--- src/rtl/serial_pkg.sv ---
// Shared definitions for the serial receive path: FSM state encoding and frame constants.
package serial_pkg;

  localparam int DEFAULT_CLK_PER_BIT = 50;
  localparam int DATA_BITS           = 8;

  localparam logic [2:0] ST_IDLE   = 3'd0;
  localparam logic [2:0] ST_START  = 3'd1;
  localparam logic [2:0] ST_DATA   = 3'd2;
  localparam logic [2:0] ST_STOP   = 3'd3;
  localparam logic [2:0] ST_BREAK  = 3'd4;
  localparam logic [2:0] ST_PARITY = 3'd5;

  typedef enum logic [2:0] {
    IDLE   = ST_IDLE,
    START  = ST_START,
    DATA   = ST_DATA,
    STOP   = ST_STOP,
    BREAK  = ST_BREAK,
    PARITY = ST_PARITY
  } rx_state_e;

endpackage

--- src/rtl/sync_2ff.sv ---
// Generic two-flop synchronizer for asynchronous inputs, with a configurable reset value.
module sync_2ff #(
  parameter int             WIDTH     = 1,
  parameter logic [WIDTH-1:0] RESET_VAL = '1
) (
  input  logic             clk,
  input  logic             rst_n,
  input  logic [WIDTH-1:0] d,
  output logic [WIDTH-1:0] q
);

  logic [WIDTH-1:0] meta_p0;

  always_ff @(posedge clk or negedge rst_n) begin
    if (!rst_n) begin
      meta_p0 <= RESET_VAL;
      q       <= RESET_VAL;
    end else begin
      meta_p0 <= d;
      q       <= meta_p0;
    end
  end

endmodule

--- src/rtl/serial_rx_framer.sv ---
// UART receiver (8N1, or 8E1 when SERIAL_RX_PARITY_EN is defined) with glitch rejection,
// framing-error strobe and line-break indication.
module serial_rx_framer
  import serial_pkg::*;
#(
  parameter int CLK_PER_BIT = DEFAULT_CLK_PER_BIT
) (
  input  logic       clk,
  input  logic       rst_n,
  input  logic       rx,
  output logic [7:0] rx_data,
  output logic       new_rx_data,
  output logic       frame_err,
`ifdef SERIAL_RX_PARITY_EN
  output logic       parity_err,
`endif
  output logic       line_break
);

  localparam int CTR_W = $clog2(CLK_PER_BIT);
  localparam logic [CTR_W-1:0] HALF_CNT = CTR_W'(CLK_PER_BIT / 2 - 1);
  localparam logic [CTR_W-1:0] LAST_CNT = CTR_W'(CLK_PER_BIT - 1);

  logic rx_s;

  sync_2ff #(
    .WIDTH     (1),
    .RESET_VAL (1'b1)
  ) u_sync (
    .clk   (clk),
    .rst_n (rst_n),
    .d     (rx),
    .q     (rx_s)
  );

  rx_state_e            state, state_d;
  logic [CTR_W-1:0]     ctr, ctr_d;
  logic [2:0]           bit_idx, bit_idx_d;
  logic [DATA_BITS-1:0] shift, shift_d;
  logic [7:0]           data_d;
  logic                 strobe_d, ferr_d;
`ifdef SERIAL_RX_PARITY_EN
  logic                 par_bit, par_d;
  logic                 perr_d;
`endif

  always_comb begin
    state_d   = state;
    ctr_d     = ctr + CTR_W'(1);
    bit_idx_d = bit_idx;
    shift_d   = shift;
    data_d    = rx_data;
    strobe_d  = 1'b0;
    ferr_d    = 1'b0;
`ifdef SERIAL_RX_PARITY_EN
    par_d     = par_bit;
    perr_d    = 1'b0;
`endif
    case (state)
      IDLE: begin
        ctr_d = '0;
        if (!rx_s) state_d = START;
      end
      START: begin
        // Mid start bit: a line that is already high again was only a glitch.
        if (ctr == HALF_CNT) begin
          ctr_d     = '0;
          bit_idx_d = '0;
          state_d   = rx_s ? IDLE : DATA;
        end
      end
      DATA: begin
        if (ctr == LAST_CNT) begin
          ctr_d            = '0;
          shift_d[bit_idx] = rx_s;
          bit_idx_d        = bit_idx + 3'd1;
          if (bit_idx == 3'd7) begin
`ifdef SERIAL_RX_PARITY_EN
            state_d = PARITY;
`else
            state_d = STOP;
`endif
          end
        end
      end
`ifdef SERIAL_RX_PARITY_EN
      PARITY: begin
        if (ctr == LAST_CNT) begin
          ctr_d   = '0;
          par_d   = rx_s;
          state_d = STOP;
        end
      end
`endif
      STOP: begin
        // Returning to IDLE at mid stop bit leaves half a bit to catch the next start edge.
        if (ctr == LAST_CNT) begin
          ctr_d = '0;
          if (rx_s) begin
            state_d = IDLE;
`ifdef SERIAL_RX_PARITY_EN
            if ((^shift) ^ par_bit) begin
              perr_d = 1'b1;
            end else begin
              data_d   = shift;
              strobe_d = 1'b1;
            end
`else
            data_d   = shift;
            strobe_d = 1'b1;
`endif
          end else begin
            ferr_d  = 1'b1;
            state_d = BREAK;
          end
        end
      end
      BREAK: begin
        ctr_d = '0;
        if (rx_s) state_d = IDLE;
      end
      default: begin
        ctr_d   = '0;
        state_d = IDLE;
      end
    endcase
  end

  always_ff @(posedge clk or negedge rst_n) begin
    if (!rst_n) begin
      state       <= IDLE;
      ctr         <= '0;
      bit_idx     <= '0;
      rx_data     <= '0;
      new_rx_data <= 1'b0;
      frame_err   <= 1'b0;
`ifdef SERIAL_RX_PARITY_EN
      parity_err  <= 1'b0;
`endif
    end else begin
      state       <= state_d;
      ctr         <= ctr_d;
      bit_idx     <= bit_idx_d;
      rx_data     <= data_d;
      new_rx_data <= strobe_d;
      frame_err   <= ferr_d;
`ifdef SERIAL_RX_PARITY_EN
      parity_err  <= perr_d;
`endif
    end
  end

  // Shift register contents are only consumed after a full frame, so no reset is needed.
  always_ff @(posedge clk) begin
    shift <= shift_d;
`ifdef SERIAL_RX_PARITY_EN
    par_bit <= par_d;
`endif
  end

  assign line_break = (state == BREAK);

endmodule

--- config.mk ---
export PLATFORM = sky130hd
export DESIGN_NAME = serial_rx_framer
export DESIGN_NICKNAME = d
export VERILOG_FILES = /design/src/rtl/serial_pkg.sv /design/src/rtl/sync_2ff.sv /design/src/rtl/serial_rx_framer.sv
export SDC_FILE = /design/constraint.sdc
export NUM_CORES = 1
export LEC_CHECK = 0
export ABC_AREA = 1
export CELL_PAD_IN_SITES_DETAIL_PLACEMENT = 1
export CELL_PAD_IN_SITES_GLOBAL_PLACEMENT = 1
export CORE_ASPECT_RATIO = 0.75
export CORE_MARGIN = 1
export CORE_UTILIZATION = 40
export CTS_BUF_LIST = sky130_fd_sc_hd__clkbuf_4 sky130_fd_sc_hd__clkbuf_8 sky130_fd_sc_hd__clkbuf_16
export DETAILED_ROUTE_END_ITERATION = 8
export GPL_TIMING_DRIVEN = 0
export PLACE_DENSITY_LB_ADDON = 0.1
export SLEW_MARGIN = 10
export SYNTH_ARGS = -nofsm -noshare
export SYNTH_HDL_FRONTEND = slang
export SYNTH_SLANG_ARGS = --single-unit
--- constraint.sdc ---
create_clock -name clk -period 1.9 [get_ports clk]
set_input_delay 0.38 -clock clk [delete_from_list [all_inputs] [get_ports clk]]
set_output_delay 0.38 -clock clk [all_outputs]
set_load 0.05 [all_outputs]
==> results.yml <==
setup_path:
  cp.required_ns: 1.52
  critical_path.top_delay_family: "buffers and inverters"
  max_stage_delay_ns: 0.81
  cp.arrival_ns: 1.45
  crit_path_end_kind: "output pin"
  slowest_stage: "clkdlybuf4s50_1"
  path_class: "flip-flop to output pin"
  startpoint_type: "flip-flop"
  critPathBufInv: 1
  crit_chain: "clkdlybuf4s50_1"
  path_max_fanout: 2
place:
  dp_hpwl_um: 2270
  port_buffers: 13
  place.gp.congestion: 0.854
  dpl_cell_area_mm2: 0.00170
timing:
  whs_ns: 0.357
  period_minus_slack_ns: 1.83
  drv_slew: 0
  fin_crit_sh: 0.961
  relSlewSlack: 0.242
  rsz0062_at_grt: "no"
  hold_viol: 0
  fin_skew_ns: 0.00786
  tns_ns: 0
  worst_pin_slew_ns: 1.13
  setup_viol: 0
  fmax_mhz: 548
cts:
  clock_sinks: 32
  clk_latency_ns: 0.28
  ctsHoldBuffers: 0
  cts.path.max_buffers: 2
  cts_root_buf: "clkbuf_8"
  cts_made_buffers: 5
  htreeDepth: 2
  cts.clk_slew.worst_paths_ns: 0.07
  cts_tree: "done"
drt:
  drt_iter0_drc: 46
  wl_um: 3180
  drc: 0
  via_per_inst: 4.86
  ant_nets: 0
  num_vias: 1122
  routedWlPerCell_um: 13.8
  detail_route.first_pass.iterations: 4
die:
  die-area_mm2: 0.00400
  die-height_um: 55.0
  ios: 14
  row_count: 18
  die_w_um: 72.7
  initial_core_util: 0.437
  core_area_mm2: 0.00342
layout:
  multi_input_area_um2: 576
  final_util: 0.520
  synthToLayoutAreaGrowth_pct: 18.8
  n_antenna_cell: 0
  fin_area_mm2: 0.00178
  fillers: 400
  nets: 188
  seq_area_um2: 843
  layout-drive-gt1-share: 0.171
grt:
  antenna_found_initial: 0
  track_usage: 0.188
  grt_pass1_vias: 1167
  grt-ovfl-total: 0
  grt_max_degree: 25
  grt_pass1_wl_um: 5420
synthesis:
  syn_inst: 160
  syn_nets: 168
  ys_ff_latch: 32
  ys_seq_area_frac: 0.563
  ys_types: 24
  syn_area_mm2: 0.00150
  ys_warn_count: 0
  syn_area_per_cell_um2: 9.36
power_and_ir_drop:
  power.density_mw_per_mm2: 1090
  ir_worst_vdd_mv: 0.489
  leakagePower_uw: 0.000837
  power.total_uw: 1940
worst_hold_path:
  min_path_type: "flip-flop to flip-flop"
outcome:
  status: "complete, no violations"
job:
  cap_viol_max_count: 0
registers in the layout (all words and copies together) (netlist names):
register / cells
bit_idx: 3
ctr: 6
frame_err: 1
new_rx_data: 1
rx_data: 8
shift: 8
state: 3
u_sync.meta_p0: 1
u_sync.q: 1
cell type report:
| type | instances | share of cell area |
|---|---|---|
| plain buffers | 2 | 0.0105 |
| clock buffers | 7 | 0.0471 |
| clock inverters | 1 | 0.00281 |
| inverters | 16 | 0.0366 |
| multi-input cells | 110 | 0.323 |
| flip-flops and latches | 32 | 0.474 |
| well taps | 50 | 0.0352 |
| repair buffers | 13 | 0.0703 |
placed cells by master, fill, tap and decap left out, types with 3 or more instances in the layout:
| cell | netlist | final |
|---|---|---|
| nand2_1 | 52 | 52 |
| dfrtp_1 | 22 | 22 |
| inv_1 | 14 | 14 |
| nor2_1 | 13 | 13 |
| clkdlybuf4s50_1 | 0 | 12 |
| nand3_1 | 10 | 10 |
| edfxtp_1 | 8 | 8 |
| nor2_2 | 6 | 6 |
| nor3_1 | 6 | 5 |
| ha_1 | 5 | 5 |
| clkbuf_8 | 0 | 5 |
| nand2_2 | 3 | 3 |
| nand4_1 | 3 | 3 |
through the flow:
step	setup WS [ns]	cells
5_1_grt	0.0203	231
2_1_floorplan	0.348	160
3_5_place_dp	0.0278	223
3_3_place_gp	0.0394	223
6_report	0.0740	231
4_1_cts	0.0201	231
worst paths after layout:
check,start,end,slack [ns],cells after the start
max in group asynchronous,rst_n,rx_data[7],0.50,1
setup reg to reg,ctr[1],shift[1],0.20,6
hold / removal,u_sync.meta_p0,u_sync.q,0.36,0
setup / recovery,rx_data[0],rx_data[0],0.07,1
min in group asynchronous,rst_n,ctr[4],0.71,1
hold reg to reg,u_sync.meta_p0,u_sync.q,0.36,0
where the power goes:
part	switching, uW	internal [uW]	total (uW)	leakage (uW)
combinational	359	202	561	0.000393
sequential	79.8	767	847	0.000395
clock	243	285	528	0.0000491
repair_timing:
item,CTS,global route
gates resized for setup,2,1
setup buffers,0,0
setup endpoints to repair,1,1
synthesized netlist by cell type (all sizes together):
master,count,area [um^2]
dfrtp,22,551
nand2,56,225
nor3,6,30.0
nand3,12,70.1
inv,15,56.3
dfstp,2,52.6
ha,5,62.6
edfxtp,8,240
xor2,2,17.5
nor2,21,109
nand3b,2,15.0
nand4,3,18.8
xnor2,1,8.76
clkinv,1,8.76
buf,2,18.8
o21ai,1,5.00
and2,1,8.76
cell families (layout without fill, tap and decap cells):
| group | count (synthesis) | count (layout) | share of synthesized area |
|---|---|---|---|
| AO/OA/AOI/OAI | 1 | 1 | 0.00334 |
| XOR/XNOR | 3 | 3 | 0.0175 |
| adder cells (fa/ha/maj) | 5 | 5 | 0.0418 |
| buffers and inverters | 18 | 39 | 0.0560 |
| flip-flops | 32 | 32 | 0.563 |
| AND/OR/NAND/NOR | 101 | 101 | 0.318 |
routing by layer:
| layer | part of all wire | GRT usage | up-vias |
|---|---|---|---|
| li1 | - | - | 545 |
| met1 | 0.47 | 0.230 | 552 |
| met2 | 0.49 | 0.333 | 21 |
| met3 | 0.032 | 0.0453 | 4 |
| met4 | 0.013 | 0.0621 | 0 |
| met5 | 0 | 0 | - |
Power figures use the tool's default switching activity.
